### config.mk
export PLATFORM = sky130hd
export DESIGN_NAME = spi_master_cfg
export DESIGN_NICKNAME = d
export VERILOG_FILES = /design/src/rtl/spi_pkg.sv /design/src/rtl/spi_edge_gen.sv /design/src/rtl/spi_master_cfg.sv
export SDC_FILE = /design/constraint.sdc
export NUM_CORES = 1
export LEC_CHECK = 0
export BUFFER_PORTS_ARGS = -buffer_cell sky130_fd_sc_hd__buf_2
export CORE_ASPECT_RATIO = 1.2
export CORE_UTILIZATION = 45
export CTS_CLUSTER_DIAMETER = 60
export CTS_CLUSTER_SIZE = 40
export DETAILED_ROUTE_END_ITERATION = 12
export GPL_TIMING_DRIVEN = 0
export SLEW_MARGIN = 10
export SYNTH_ARGS = -nofsm -noshare
export SYNTH_HDL_FRONTEND = slang
export SYNTH_HIERARCHICAL = 1
export SYNTH_SLANG_ARGS = --single-unit
### constraint.sdc
create_clock -name clk -period 3.01 [get_ports clk]
set_input_delay 0.301 -clock clk [delete_from_list [all_inputs] [get_ports clk]]
set_output_delay 0.301 -clock clk [all_outputs]
set_load 0.1 [all_outputs]
### src/rtl/spi_pkg.sv
// Shared definitions for the configurable SPI master: FSM encoding, SPI mode
// constants and the legal parameter ranges checked at elaboration.
package spi_pkg;

  typedef enum logic [1:0] {
    ST_IDLE,
    ST_SETUP,
    ST_SHIFT,
    ST_HOLD
  } spi_state_e;

  // SPI modes encoded as {cpol, cpha}
  localparam logic [1:0] MODE0 = 2'b00;
  localparam logic [1:0] MODE1 = 2'b01;
  localparam logic [1:0] MODE2 = 2'b10;
  localparam logic [1:0] MODE3 = 2'b11;

  localparam int DATA_W_MIN  = 4;
  localparam int DATA_W_MAX  = 32;
  localparam int CLK_DIV_MIN = 2;
  localparam int CLK_DIV_MAX = 255;
  localparam int NUM_CS_MIN  = 1;
  localparam int NUM_CS_MAX  = 8;

  // A transfer spans 2*DATA_W+2 half-periods; the counter must also hold the wrap value.
  function automatic int half_cnt_w(input int data_w);
    return $clog2(2 * data_w + 3);
  endfunction

endpackage

### src/rtl/spi_edge_gen.sv
// SCK timing base: divides clk into half-periods and flags the cycle just
// before each leading or trailing SCK edge of the shift phase.
module spi_edge_gen
  import spi_pkg::*;
#(
  parameter int DATA_W  = 8,
  parameter int CLK_DIV = 4,
  localparam int HPW    = half_cnt_w(DATA_W)
) (
  input  logic           clk,
  input  logic           rst,
  input  logic           run,
  output logic           period_end,
  output logic           lead_edge,
  output logic           trail_edge,
  output logic [HPW-1:0] half_cnt
);

  localparam logic [7:0]     DIV_LAST     = 8'(CLK_DIV - 1);
  localparam logic [HPW-1:0] HP_SHIFT_END = HPW'(2 * DATA_W);

  logic [7:0] div_cnt;

  always_ff @(posedge clk) begin
    if (!rst || !run) begin
      div_cnt  <= '0;
      half_cnt <= '0;
    end else if (period_end) begin
      div_cnt  <= '0;
      half_cnt <= half_cnt + 1'b1;
    end else begin
      div_cnt <= div_cnt + 1'b1;
    end
  end

  // Half-period 0 is setup, 1..2*DATA_W is shift; ending an even one yields a leading edge.
  assign period_end = run && (div_cnt == DIV_LAST);
  assign lead_edge  = period_end && !half_cnt[0] && (half_cnt < HP_SHIFT_END);
  assign trail_edge = period_end &&  half_cnt[0] && (half_cnt < HP_SHIFT_END);

endmodule

### src/rtl/spi_master_cfg.sv
// Configurable SPI master: one word per request, all four SPI modes,
// selectable chip select with optional hold across consecutive words.
module spi_master_cfg
  import spi_pkg::*;
#(
  parameter int DATA_W  = 8,
  parameter int CLK_DIV = 4,
  parameter int NUM_CS  = 1,
  localparam int CSW    = (NUM_CS > 1) ? $clog2(NUM_CS) : 1
) (
  input  logic              clk,
  input  logic              rst,
  input  logic              start,
  input  logic [DATA_W-1:0] data_in,
  input  logic              cpol,
  input  logic              cpha,
  input  logic [CSW-1:0]    cs_sel,
  input  logic              hold_cs,
  input  logic              miso,
  output logic              mosi,
  output logic              sck,
  output logic [NUM_CS-1:0] cs_n,
  output logic [DATA_W-1:0] data_out,
  output logic              busy,
  output logic              new_data
);

  localparam int             HPW           = half_cnt_w(DATA_W);
  localparam logic [HPW-1:0] HP_SHIFT_END  = HPW'(2 * DATA_W);
  localparam logic [HPW-1:0] HP_LAST_TRAIL = HPW'(2 * DATA_W - 1);

  if (DATA_W < DATA_W_MIN || DATA_W > DATA_W_MAX) begin : g_bad_data_w
    $error("spi_master_cfg: DATA_W outside legal range");
  end
  if (CLK_DIV < CLK_DIV_MIN || CLK_DIV > CLK_DIV_MAX) begin : g_bad_clk_div
    $error("spi_master_cfg: CLK_DIV outside legal range");
  end
  if (NUM_CS < NUM_CS_MIN || NUM_CS > NUM_CS_MAX) begin : g_bad_num_cs
    $error("spi_master_cfg: NUM_CS outside legal range");
  end

  spi_state_e        state_q, state_d;
  logic              running, accept, finish, cs_valid;
  logic              period_end, lead_edge, trail_edge;
  logic [HPW-1:0]    half_cnt;
  logic              cpha_q, hold_q;
  logic [DATA_W-1:0] tx_sh, rx_sh;
  logic              shift_out, sample_in;

  assign running  = (state_q != ST_IDLE);
  assign cs_valid = (32'(cs_sel) < NUM_CS);
  assign busy     = running || new_data;

  spi_edge_gen #(
    .DATA_W  (DATA_W),
    .CLK_DIV (CLK_DIV)
  ) u_edge_gen (
    .clk        (clk),
    .rst        (rst),
    .run        (running),
    .period_end (period_end),
    .lead_edge  (lead_edge),
    .trail_edge (trail_edge),
    .half_cnt   (half_cnt)
  );

  always_ff @(posedge clk) begin
    if (!rst) begin
      state_q <= ST_IDLE;
    end else begin
      state_q <= state_d;
    end
  end

  // new_data doubles as the completion cycle, so a request seen then is dropped.
  always_comb begin
    state_d = state_q;
    accept  = 1'b0;
    finish  = 1'b0;
    case (state_q)
      ST_IDLE: begin
        if (start && !new_data && cs_valid) begin
          accept  = 1'b1;
          state_d = ST_SETUP;
        end
      end
      ST_SETUP: begin
        if (period_end) state_d = ST_SHIFT;
      end
      ST_SHIFT: begin
        if (period_end && (half_cnt == HP_SHIFT_END)) state_d = ST_HOLD;
      end
      ST_HOLD: begin
        if (period_end) begin
          state_d = ST_IDLE;
          finish  = 1'b1;
        end
      end
      default: state_d = ST_IDLE;
    endcase
  end

  // With cpha=0 the MSB is presented early, so the final trailing edge must not advance mosi.
  assign shift_out = cpha_q ? lead_edge : (trail_edge && (half_cnt != HP_LAST_TRAIL));
  assign sample_in = cpha_q ? trail_edge : lead_edge;

  always_ff @(posedge clk) begin
    if (!rst) begin
      cpha_q   <= 1'b0;
      hold_q   <= 1'b0;
      tx_sh    <= '0;
      rx_sh    <= '0;
      mosi     <= 1'b0;
      sck      <= 1'b0;
      cs_n     <= '1;
      data_out <= '0;
      new_data <= 1'b0;
    end else begin
      new_data <= finish;
      if (accept) begin
        cpha_q <= cpha;
        hold_q <= hold_cs;
        sck    <= cpol;
        cs_n   <= ~(NUM_CS'(1) << cs_sel);
        rx_sh  <= '0;
        if (cpha) begin
          mosi  <= 1'b0;
          tx_sh <= data_in;
        end else begin
          mosi  <= data_in[DATA_W-1];
          tx_sh <= data_in << 1;
        end
      end else begin
        if (lead_edge || trail_edge) sck <= ~sck;
        if (shift_out) begin
          mosi  <= tx_sh[DATA_W-1];
          tx_sh <= tx_sh << 1;
        end
        if (sample_in) rx_sh <= {rx_sh[DATA_W-2:0], miso};
        if (finish) begin
          data_out <= rx_sh;
          mosi     <= 1'b0;
          if (!hold_q) cs_n <= '1;
        end
      end
    end
  end

endmodule

== Word level (Yosys, flattened, before mapping) ==
Cells that the tools add are included.

* Add/subtract/negate cells: 2
* Order comparisons: 2
* Eq/ne operators: 11
* Shifts and indexed selects: 1
* Mux-type cells: 23
* Bitwise gates (word level): 4
* Reduce and logical (&&, ||, !) cells: 27

{| class="wikitable"
|+ Operators with widths
! cell !! count
|-
| $mux W8 || 3
|-
| $mux W1 || 15
|-
| $ne A2 B2 Y1 const B || 5
|-
| $logic_and A1 B1 Y1 || 9
|-
| $add A8 B1 Y8 const B || 1
|-
| $eq A8 B2 Y1 const B || 1
|-
| $mux W2 || 4
|-
| $pmux W2 S4 || 1
|-
| $reduce_bool A2 Y1 || 4
|-
| $add A5 B1 Y5 const B || 1
|-
| $eq A5 B5 Y1 const B || 1
|-
| $lt A5 B5 Y1 const B || 1
|-
| $ne A5 B4 Y1 const B || 1
|-
| $eq A2 B2 Y1 const B || 2
|-
| $logic_not A1 Y1 || 4
|-
| $not A1 Y1 || 4
|-
| $reduce_and A2 Y1 || 2
|-
| $reduce_and A4 Y1 || 1
|-
| $reduce_or A2 Y1 || 2
|-
| $logic_or A1 B1 Y1 || 3
|-
| $reduce_bool A3 Y1 || 1
|-
| $eq A2 B1 Y1 const B || 1
|-
| $logic_not A2 Y1 || 1
|-
| $lt A1 B1 Y1 const B || 1
|-
| $shl A1 B1 Y1 const A || 1
|}

* Bits in registers: 45
* Input bits: 16

== Depth between registers and ports, before layout ==
Gate-level depths: netlist (run 1).

* Word-level depth: 9
* Gate-level depth with buffers: 9

== By module ==
The synthesis (run 1) kept the hierarchy.

{| class="wikitable"
|+ Modules (own cells, without submodules)
! module !! instances !! cells each !! area each (sq um)
|-
| spi_master_cfg || 1 || 169 || 1564.0
|-
| spi_edge_gen || 1 || 69 || 605.6
|}

== Worst setup path before layout (run 1) ==
Ideal clock, no wire load.

* Kind: reg2reg
* Start point: reg u_edge_gen.div_cnt[0]
* End point: reg mosi
* Data arrival time: 2518 ps
* Setup slack: 426 ps
* Stages on the path, launching flop included: 10
* Path buffers: 1
* Period minus slack after synthesis: 2584 ps
* Path through: dfxtp_1 ha_1 or3b_2 clkbuf_1 nor2_1 nor4bb_1 mux2_4 o31ai_2 a22o_1 a21boi_2

{| class="wikitable"
|+ RTL lines
! element !! line !! source
|-
| start: declaration || spi_edge_gen.sv:22 || <nowiki>logic [7:0] div_cnt;</nowiki>
|-
| start signal: assignment || spi_edge_gen.sv:32 || <nowiki>div_cnt <= div_cnt + 1'b1;</nowiki>
|-
| $eq A8 B2 Y1 || spi_edge_gen.sv:37 || <nowiki>assign period_end = run && (div_cnt == DIV_LAST);</nowiki>
|-
| $logic_and A1 B1 Y1 || spi_edge_gen.sv:37 ||
|-
| $logic_and A1 B1 Y1 (2 in a row) || spi_edge_gen.sv:38 || <nowiki>assign lead_edge = period_end && !half_cnt[0] && (half_cnt < HP_SHIFT_END);</nowiki>
|-
| net lead_edge || spi_master_cfg.sv:44 || <nowiki>logic period_end, lead_edge, trail_edge;</nowiki>
|-
| $mux W1 || spi_master_cfg.sv:104 || <nowiki>assign shift_out = cpha_q ? lead_edge : (trail_edge && (half_cnt != HP_LAST_TRAIL));</nowiki>
|-
| $reduce_bool A3 Y1 (no source line) || -- ||
|-
| end signal: assignment || spi_master_cfg.sv:130 || <nowiki>mosi <= data_in[DATA_W-1];</nowiki>
|-
| end signal: assignment || spi_master_cfg.sv:136 || <nowiki>mosi <= tx_sh[DATA_W-1];</nowiki>
|-
| end: declaration || spi_master_cfg.sv:20 || <nowiki>output logic mosi,</nowiki>
|}

The timed path passes the listed nets, and every way through them passes these cells.
A chain may end at the register's enable or synchronous reset.

== Worst setup path after layout (run 1) ==
* Start point: reg u_edge_gen.div_cnt[0]
* End point: reg tx_sh[1]

{| class="wikitable"
|+ RTL lines
! element !! line !! source
|-
| $eq A8 B2 Y1 || spi_edge_gen.sv:37 ||
|-
| $logic_and A1 B1 Y1 || spi_edge_gen.sv:37 ||
|-
| $logic_and A1 B1 Y1 (2 in a row) || spi_edge_gen.sv:38 ||
|-
| net lead_edge || spi_master_cfg.sv:44 ||
|-
| $mux W1 || spi_master_cfg.sv:104 ||
|-
| $reduce_bool A2 Y1 (no source line) || -- ||
|-
| end signal: assignment || spi_master_cfg.sv:128 || <nowiki>tx_sh <= data_in;</nowiki>
|-
| end signal: assignment || spi_master_cfg.sv:131 || <nowiki>tx_sh <= data_in << 1;</nowiki>
|-
| end signal: assignment || spi_master_cfg.sv:137 || <nowiki>tx_sh <= tx_sh << 1;</nowiki>
|-
| end: declaration || spi_master_cfg.sv:47 || <nowiki>logic [DATA_W-1:0] tx_sh, rx_sh;</nowiki>
|}

The timed path passes the listed nets, and every way through them passes these cells.

==> flow_metrics.tcl, run 1 <==
set metrics [dict create \
    fp.dieH_um 78.06 \
    die_area_um2 5104 \
    cts_max_level 2 \
    slew_headroom 0.5424 \
    p_per_area_nw_per_um2 628.1 \
    cp_slowest_cell "or3b_2" \
    hold_path_depth 3 \
    firstDrtPassIters 4 \
    synth.yosys.seq_area_share 0.4152 \
    die_w_um 65.39 \
    num_rows 27 \
    r2r_end "tx_sh[1]$_SDFFE_PN0P_" \
    grt_remaining_overflow 0 \
    finalSetupViolCount 0 \
    num_vias 1718 \
    drv_slew 0 \
    drc 0 \
    drive_gt1_frac 0.1941 \
    gr-usage-all-layers 0.1872 \
    routed.top_layer "met4" \
    wl_met2_um 1987 \
    combPwrFrac 0.251 \
    intPower_mw 1.090 \
    hold_path.startpoint "miso" \
    cts_setup_buffers 0 \
    clk_path_buf_depth 2 \
    hold_viol_final 0 \
    tns_ps 0 \
    drt_wl_total_um 4144 \
    finalClockSkew_ps 6.987 \
    yosys.area.top_type_share 0.4152 \
    cpPeakStageDelay_ps 500 \
    hold_class "input pin to register" \
    place_ws_ps 111.3 \
    met1Wirelength_um 1974 \
    irDropWorstVdd_mv 0.2837 \
    root_buffer "clkbuf_8" \
    core_um2 4594 \
    clockPowerShare 0.336 \
    yosysUniqueCellTypes 44 \
    nets 294 \
    cts_resized 0 \
    io_buffers 27 \
    start_kind "register" \
    hpwl_um 3032 \
    crit_family "simple AND/OR/NAND/NOR gates" \
    finalCritPeriodShare 0.8787 \
    syn_nets 260 \
    final_cell_mix "dfxtp_1, nand2_1, buf_2" \
    syn_area_per_cell_um2 9.116 \
    first_iter_violations 48 \
    reg2reg_slack_ps 370 \
    ant_nets 0 \
    grt_pass1_vias 1690 \
    grt_max_degree 15 \
    synthesis.instances 238 \
    dr_wl_met3_um 114 \
    timing.rr.start "u_edge_gen/div_cnt[0]$_SDFF_PP0_" \
    cp.arrival_ps 2870 \
    synthFlopType "dfxtp_1" \
    reg2reg_depth 9 \
    finalPower_mw 1.588 \
    diodes 0 \
    end_kind "register" \
    io_pins 29 \
    ys_seq_elements 45 \
    yosys.area.top_type "dfxtp_1" \
    ys_warn_count 6 \
    cts_sinks 45 \
    leakagePower_nw 1.005 \
    gp_congestion 0.7957 \
    swShare 0.3135 \
    rsz0062_at_grt "no" \
    hold_end "rx_sh[0]$_SDFFE_PP0P_" \
    synthTopCellsByArea "dfxtp_1, mux2i_1, nand2_1" \
    cp.required_ps 3240 \
    p_sw_mw 0.4980 \
    grt_first_pass_wirelength_um 7376 \
    syn_area_um2 2170 \
    synth-async-reset-ratio 0 \
    finalCriticalPeriod_ps 2645 \
    mostFrequentLayoutCell "dfxtp_1" \
    critPathKind "register to register" \
    drv_cap 0 \
    path_clk_slew_ps 90 \
    worst_slack_ps 365.0 \
    run_status "finished, final reports clean" \
    p_seq_frac 0.413 \
    cp_max_fo 10 \
    synth_edf_count 0 \
    vias_per_cell 5.190 \
    cts_made_buffers 5 \
    crit_chain "ha_1 -> or3b_2 -> clkbuf_1 -> nor2_1 -> nor4bb_4 -> mux2_4 -> o31ai_2 -> nand2_4 -> mux2i_1" \
    ctsHoldBuffers 0 \
    tritoncts "yes" \
    start_util 0.4722 \
    tightestPinTransition_ps 679.3 \
    wl_per_cell_um 12.52 \
    clk_latency_ps 300 \
    syn_to_final_growth_pct 16.55 \
    antenna_found_initial 0 \
    critPathBufInv 1 \
    fmax_mhz 378.1 \
]
## layer usage
layer  track usage  vias to the layer above
met5             0                        -
met4       0.07174                        0
met3       0.03924                        7
met2        0.3216                       24
met1        0.2243                      780
li1              -                      907
## final cells by class
class	instances	area (um^2)
fill	477	2066
inverter	7	26.28
tap	58	72.57
sequential	45	900.9
clock buffer	5	68.82
timing repair buffer	27	135.1
clock inverter	3	65.06
buffer	10	76.32
multi-input combinational	176	1184
## flip-flops by register name (all words and copies together) (netlist names)
name,cells
cpha_q,1
cs_n,1
data_out,8
hold_q,1
mosi,1
new_data,1
rx_sh,8
sck,1
state_q,2
tx_sh,8
u_edge_gen/div_cnt,8
u_edge_gen/half_cnt,5
## cell families (layout without fill, tap and decap cells)
| kind of cell | Yosys count | after routing | synth area share |
|---|---|---|---|
| and+or+nand+nor | 95 | 95 | 0.2192 |
| AOI/OAI and AO/OA | 46 | 46 | 0.1442 |
| DFF | 45 | 45 | 0.4152 |
| muxes | 25 | 25 | 0.1234 |
| xor gates and xnor gates | 4 | 4 | 0.01615 |
| adders and majority gates | 6 | 6 | 0.03460 |
| buffers and inverters | 17 | 52 | 0.04729 |
## through the flow
step | std cells | hold slack [ps] | utilization | cell area, um^2
3_5_place_dp | 323 | 451.2 | 0.5174 | 2377
2_1_floorplan | 238 | 428.5 | - | 2170
5_1_grt | 331 | 263.4 | 0.5504 | 2529
6_report | 331 | 243.0 | 0.5504 | 2529
4_1_cts | 331 | 234.5 | 0.5466 | 2511
3_3_place_gp | 323 | 442.2 | 0.5174 | 2377
## worst max path at each step
| stage | startpoint | to | slack [ps] | depth (start not counted) |
|---|---|---|---|---|
| after CTS | u_edge_gen/div_cnt[0]$_SDFF_PP0_ | tx_sh[1]$_SDFFE_PN0P_ | 70 | 9 |
| after global routing | u_edge_gen/div_cnt[0]$_SDFF_PP0_ | tx_sh[1]$_SDFFE_PN0P_ | 120 | 9 |
| after detailed placement | u_edge_gen/div_cnt[0]$_SDFF_PP0_ | tx_sh[1]$_SDFFE_PN0P_ | 110 | 9 |
| after global placement | u_edge_gen/div_cnt[0]$_SDFF_PP0_ | tx_sh[4]$_SDFFE_PN0P_ | 140 | 9 |
| final | u_edge_gen/div_cnt[0]$_SDFF_PP0_ | tx_sh[1]$_SDFFE_PN0P_ | 370 | 9 |
| after floorplan | u_edge_gen/div_cnt[0]$_SDFF_PP0_ | mosi$_SDFFE_PN0P_ | 430 | 9 |
## worst register-to-register path, delay by kind of cell (launching register included)
kind | cells | cell delay (ps)
AOI/OAI and AO/OA | 1 | 110
adders and majority gates | 1 | 230
buffers and inverters | 1 | 230
DFF | 1 | 400
muxes | 2 | 420
and+or+nand+nor | 4 | 1200
## power by group through the flow
stage          Combinational [mW]  Sequential (mW)  Clock [mW]
2_1_floorplan               0.292            0.694           0
3_3_place_gp                0.394            0.669           0
3_5_place_dp                0.397            0.670           0
4_1_cts                     0.398            0.656       0.552
5_1_grt                     0.445            0.661       0.574
6_report                    0.399            0.656       0.533
## Yosys cell counts, drive strengths merged (4+ instances only)
library cell,instances
or3,4
clkbuf,5
ha,6
nand3,9
or4,5
nand2,45
a21oi,10
nor2,17
mux2i,24
inv,7
o31ai,5
buf,5
dfxtp,45
a21boi,11
o211ai,7
o21ai,8
(Power assumes the default switching activity.)
==> run 2: changes to the inputs <==
- CORE_ASPECT_RATIO: 1.2 -> 0.6
==> run 2 against run 1 <==
  * Maximum frequency fell by 0.63%
  * Largest cell class unchanged
  * Critical path depth did not move
  * Register-to-register slack got worse by 20 ps
  * Worst setup slack got worse by 17 ps
  * Final cell count rose by 1.5%
  * Clock-buffer cell count did not move
  * Sequential power barely moved
  * Clock power fell by 11%
  * Clock skew rose by 2.2 ps
  * Sequential share of layout area rose by 0.16 points
  * Power fell by 2.9%
==> flow_metrics.tcl, run 2 (synthesized netlist as in run 1, its figures left out) <==
set metrics [dict create \
    start_kind "register" \
    finalCritPeriodShare 0.8843 \
    vias_per_cell 5.208 \
    stdcell_count 336 \
    die_area_um2 5112 \
    nets 294 \
    finish.utilization 0.5458 \
    drv_cap 0 \
    leakagePower_nw 0.9959 \
    run_status "finished, final reports clean" \
    p_seq_frac 0.426 \
    fp.dieH_um 55.79 \
    clk_latency_ps 300 \
    io_buffers 27 \
    firstDrtPassIters 5 \
    tightestPinTransition_ps 762.2 \
    io_pins 29 \
    num_rows 19 \
    wl_per_cell_um 13.48 \
    regArea_um2 900.9 \
    design_area_um2 2517 \
    p_per_area_nw_per_um2 612.9 \
    drt_wl_total_um 4528 \
    syn_to_final_growth_pct 16.03 \
    cp_max_fo 10 \
    whs_ps 232.0 \
    slew_headroom 0.4865 \
    cp.arrival_ps 2890 \
    tritoncts "yes" \
    dp_cells 328 \
    path_clk_slew_ps 100 \
    postPlaceCellArea_um2 2384 \
    tns_ps 0 \
    drive_gt1_frac 0.1941 \
    die_w_um 91.64 \
    mostFrequentLayoutCell "dfxtp_1" \
    finalCriticalPeriod_ps 2662 \
    intPower_mw 1.015 \
    place_ws_ps 88.15 \
    end_kind "register" \
    core_um2 4612 \
    cts_sinks 45 \
    hpwl_um 3273 \
    finalClockSkew_ps 9.211 \
    antenna_found_initial 0 \
    num_vias 1750 \
    root_buffer "clkbuf_8" \
    rsz0062_at_grt "no" \
    first_iter_violations 87 \
    gr-usage-all-layers 0.1876 \
    finalPower_mw 1.543 \
    combPwrFrac 0.265 \
    fmax_mhz 375.7 \
    grt_remaining_overflow 0 \
    ctsHoldBuffers 0 \
    final_cell_mix "dfxtp_1, nand2_1, buf_2" \
    hold_class "input pin to register" \
    start_util 0.4704 \
    finalSetupViolCount 0 \
    clk_path_buf_depth 2 \
    clockPowerShare 0.309 \
    drv_slew 0 \
    hold_viol_final 0 \
    gp_congestion 0.7567 \
    grt_first_pass_wirelength_um 7527 \
    p_sw_mw 0.5280 \
    swShare 0.3422 \
    cp.required_ps 3240 \
    ant_nets 0 \
    cts_made_buffers 5 \
    cts_max_level 2 \
    worst_slack_ps 348.1 \
    grt_max_degree 17 \
    diodes 0 \
    multi_input_area_um2 1184 \
    critPathKind "register to register" \
    drc 0 \
    fillers 454 \
    irDropWorstVdd_mv 0.2106 \
    grt_pass1_vias 1569 \
]
run 2: area by class of cell:
type	instances	share of cell area
inverters	7	0.01044
multi-input cells	176	0.4702
repair buffers	27	0.05368
clock inverters	3	0.01889
plain buffers	10	0.03032
well taps	63	0.03131
clock buffers	5	0.02734
flip-flops and latches	45	0.3579
run 2: critical path: stages (launching register included):
cell      delay [ps]
dfxtp_1          420
ha_1             230
or3b_2           480
clkbuf_1         210
nor2_1           180
nor4bb_4         340
mux2_4           230
o31ai_2          100
nand2_4          180
mux2i_1          200
run 2: path summary, 6_finish.rpt:
path | start | to | slack, ps | cells after the start
worst max-delay path | u_edge_gen/div_cnt[0]$_SDFF_PP0_ | tx_sh[7]$_SDFFE_PN0P_ | 350 | 9
worst min-delay path | miso | rx_sh[0]$_SDFFE_PP0P_ | 230 | 3
worst max register to register | u_edge_gen/div_cnt[0]$_SDFF_PP0_ | tx_sh[7]$_SDFFE_PN0P_ | 350 | 9
worst min register to register | tx_sh[0]$_SDFFE_PN0P_ | tx_sh[0]$_SDFFE_PN0P_ | 460 | 2
run 2: metal layers:
| metal | global-route usage | vias to the layer above | wire length [um] |
|---|---|---|---|
| met1 | 0.3015 | 804 | 2717 |
| met4 | 0.04082 | 0 | 38 |
| met5 | 0 | - | 0 |
| li1 | - | 908 | - |
| met3 | 0.04918 | 8 | 159 |
| met2 | 0.2427 | 30 | 1613 |
run 2: repair_timing:
item | CTS | global route
endpoints found under the setup margin | 0 | 18
resized for setup | 0 | 3
buffers inserted | 0 | 0
run 2: power groups by stage:
stage / Sequential (mW) / Clock (mW) / Combinational (mW)
after global placement: 0.672 / 0 / 0.398
after global routing: 0.663 / 0.515 / 0.446
after detailed placement: 0.670 / 0 / 0.399
final: 0.658 / 0.476 / 0.409
after CTS: 0.657 / 0.491 / 0.400
after floorplan: 0.694 / 0 / 0.292
==> run 3: changes to the inputs <==
- CORE_UTILIZATION: 45 -> 43
==> run 3 against run 2 <==
  * Sequential power hardly changed
  * Die area is 4.5% higher
  * Wire length is 1.4% lower
  * Power is 6.7% lower
  * Design area is 0.99% lower
  * Non-clock buffer count stayed put
  * Worst hold slack better by 5.2 ps
  * First-iteration DRC count is 32% lower
  * Final cell count stayed put
==> flow_metrics.tcl, run 3 (synthesized netlist as in run 1, its figures left out) <==
set metrics [dict create \
    ant_nets 0 \
    p_per_area_nw_per_um2 577.7 \
    leakagePower_nw 0.9848 \
    regArea_um2 900.9 \
    clk_latency_ps 290 \
    diodes 0 \
    critPathKind "register to register" \
    finalClockSkew_ps 2.254 \
    tightestPinTransition_ps 676.1 \
    drt_wl_total_um 4466 \
    syn_to_final_growth_pct 14.88 \
    nets 294 \
    p_sw_mw 0.5144 \
    cpPeakStageDelay_ps 490 \
    io_buffers 27 \
    cts_max_level 2 \
    finalCriticalPeriod_ps 2674 \
    cp_max_fo 10 \
    final_cell_mix "dfxtp_1, nand2_1, buf_2" \
    cts_sinks 45 \
    finalPower_mw 1.440 \
    finalSetupViolCount 0 \
    clk_path_buf_depth 2 \
    postPlaceCellArea_um2 2384 \
    path_clk_slew_ps 90 \
    vias_per_cell 5.190 \
    ctsHoldBuffers 0 \
    mostFrequentLayoutCell "dfxtp_1" \
    antenna_found_initial 0 \
    firstDrtPassIters 4 \
    run_status "finished, final reports clean" \
    tns_ps 0 \
    end_kind "register" \
    finish.utilization 0.5295 \
    crit_chain "ha_1 -> or3b_2 -> clkbuf_1 -> nor2_1 -> nor4bb_4 -> mux2_4 -> o31ai_2 -> nand2_4 -> mux2i_1" \
    crit_family "simple AND/OR/NAND/NOR gates" \
    num_vias 1744 \
    finalCritPeriodShare 0.8884 \
    rsz0062_at_grt "no" \
    gp_congestion 0.7492 \
    design_area_um2 2492 \
    drc 0 \
    drv_cap 0 \
    start_kind "register" \
    fillers 461 \
    first_iter_violations 59 \
    combPwrFrac 0.282 \
    num_rows 19 \
    fmax_mhz 374.0 \
    swShare 0.3572 \
    cp.required_ps 3230 \
    critPathBufInv 1 \
    cts_made_buffers 5 \
    core_um2 4707 \
    tritoncts "yes" \
    hold_viol_final 0 \
    p_seq_frac 0.456 \
    cp_slowest_cell "or3b_2" \
    wl_per_cell_um 13.29 \
    hpwl_um 3350 \
    multi_input_area_um2 1184 \
    die_area_um2 5343 \
    drive_gt1_frac 0.1941 \
    io_pins 29 \
    gr-usage-all-layers 0.1836 \
    root_buffer "clkbuf_8" \
    start_util 0.4609 \
    cp.arrival_ps 2900 \
    clockPowerShare 0.262 \
    grt_max_degree 16 \
    irDropWorstVdd_mv 0.2555 \
    fp.dieH_um 57.02 \
    grt_remaining_overflow 0 \
    die_w_um 93.70 \
    reg2reg_slack_ps 340 \
    grt_pass1_vias 1595 \
    intPower_mw 0.9256 \
    slew_headroom 0.5445 \
    hold_class "input pin to register" \
    grt_first_pass_wirelength_um 7583 \
    drv_slew 0 \
]
run 3: changes by cell type in the layout (fill, tap and decap cells not counted), sizes merged:
cell,before,now
bufinv,1,0
clkinv,0,3
inv,9,7
run 3: per-stage QoR:
stage                     setup slack [ps]  instances  hold WS (ps)
final                                336.0        336         237.1
after global routing                 98.96        336         237.2
after CTS                            31.70        336         233.0
after detailed placement             40.88        328         451.0
after global placement               61.58        328         441.9
after floorplan                      426.2        238         428.5
run 3: worst min-delay path, stage by stage:
cell	delay, ps
buf_2	80
mux2i_1	50
nor2_1	70
run 3: final cells by class:
type | count | share of cell area
clock inverter | 3 | 0.009036
clock buffer | 5 | 0.02761
timing repair buffer | 27 | 0.05422
multi-input combinational | 176 | 0.4749
buffer | 10 | 0.03062
sequential | 45 | 0.3614
inverter | 7 | 0.01054
tap | 63 | 0.03163
run 3: path summary, 6_finish.rpt:
check / startpoint / cells after the start / to
min: miso / 3 / rx_sh[0]$_SDFFE_PP0P_
max reg2reg: u_edge_gen/div_cnt[0]$_SDFF_PP0_ / 9 / tx_sh[3]$_SDFFE_PN0P_
min reg2reg: tx_sh[0]$_SDFFE_PN0P_ / 2 / tx_sh[0]$_SDFFE_PN0P_
max: u_edge_gen/div_cnt[0]$_SDFF_PP0_ / 9 / tx_sh[3]$_SDFFE_PN0P_
run 3: routing by layer:
layer / track usage / wire length (um) / vias to the layer above
li1: - / - / 907
met1: 0.2839 / 2569 / 799
met2: 0.2492 / 1652 / 33
met3: 0.04800 / 211 / 5
met4: 0.04615 / 32 / 0
met5: 0 / 0 / -
run 3: what timing repair did:
item,in CTS,in global routing
endpoints found under the setup margin,0,25
endpoints found under the hold margin,0,0
buffers inserted,0,0
gates resized for setup,0,3
run 3: power groups by stage:
stage	Clock, mW	Sequential, mW	Combinational [mW]
floorplan	0	0.694	0.292
global placement	0	0.671	0.397
detailed placement	0	0.671	0.397
CTS	0.394	0.657	0.399
global route	0.416	0.662	0.445
finish	0.377	0.657	0.406
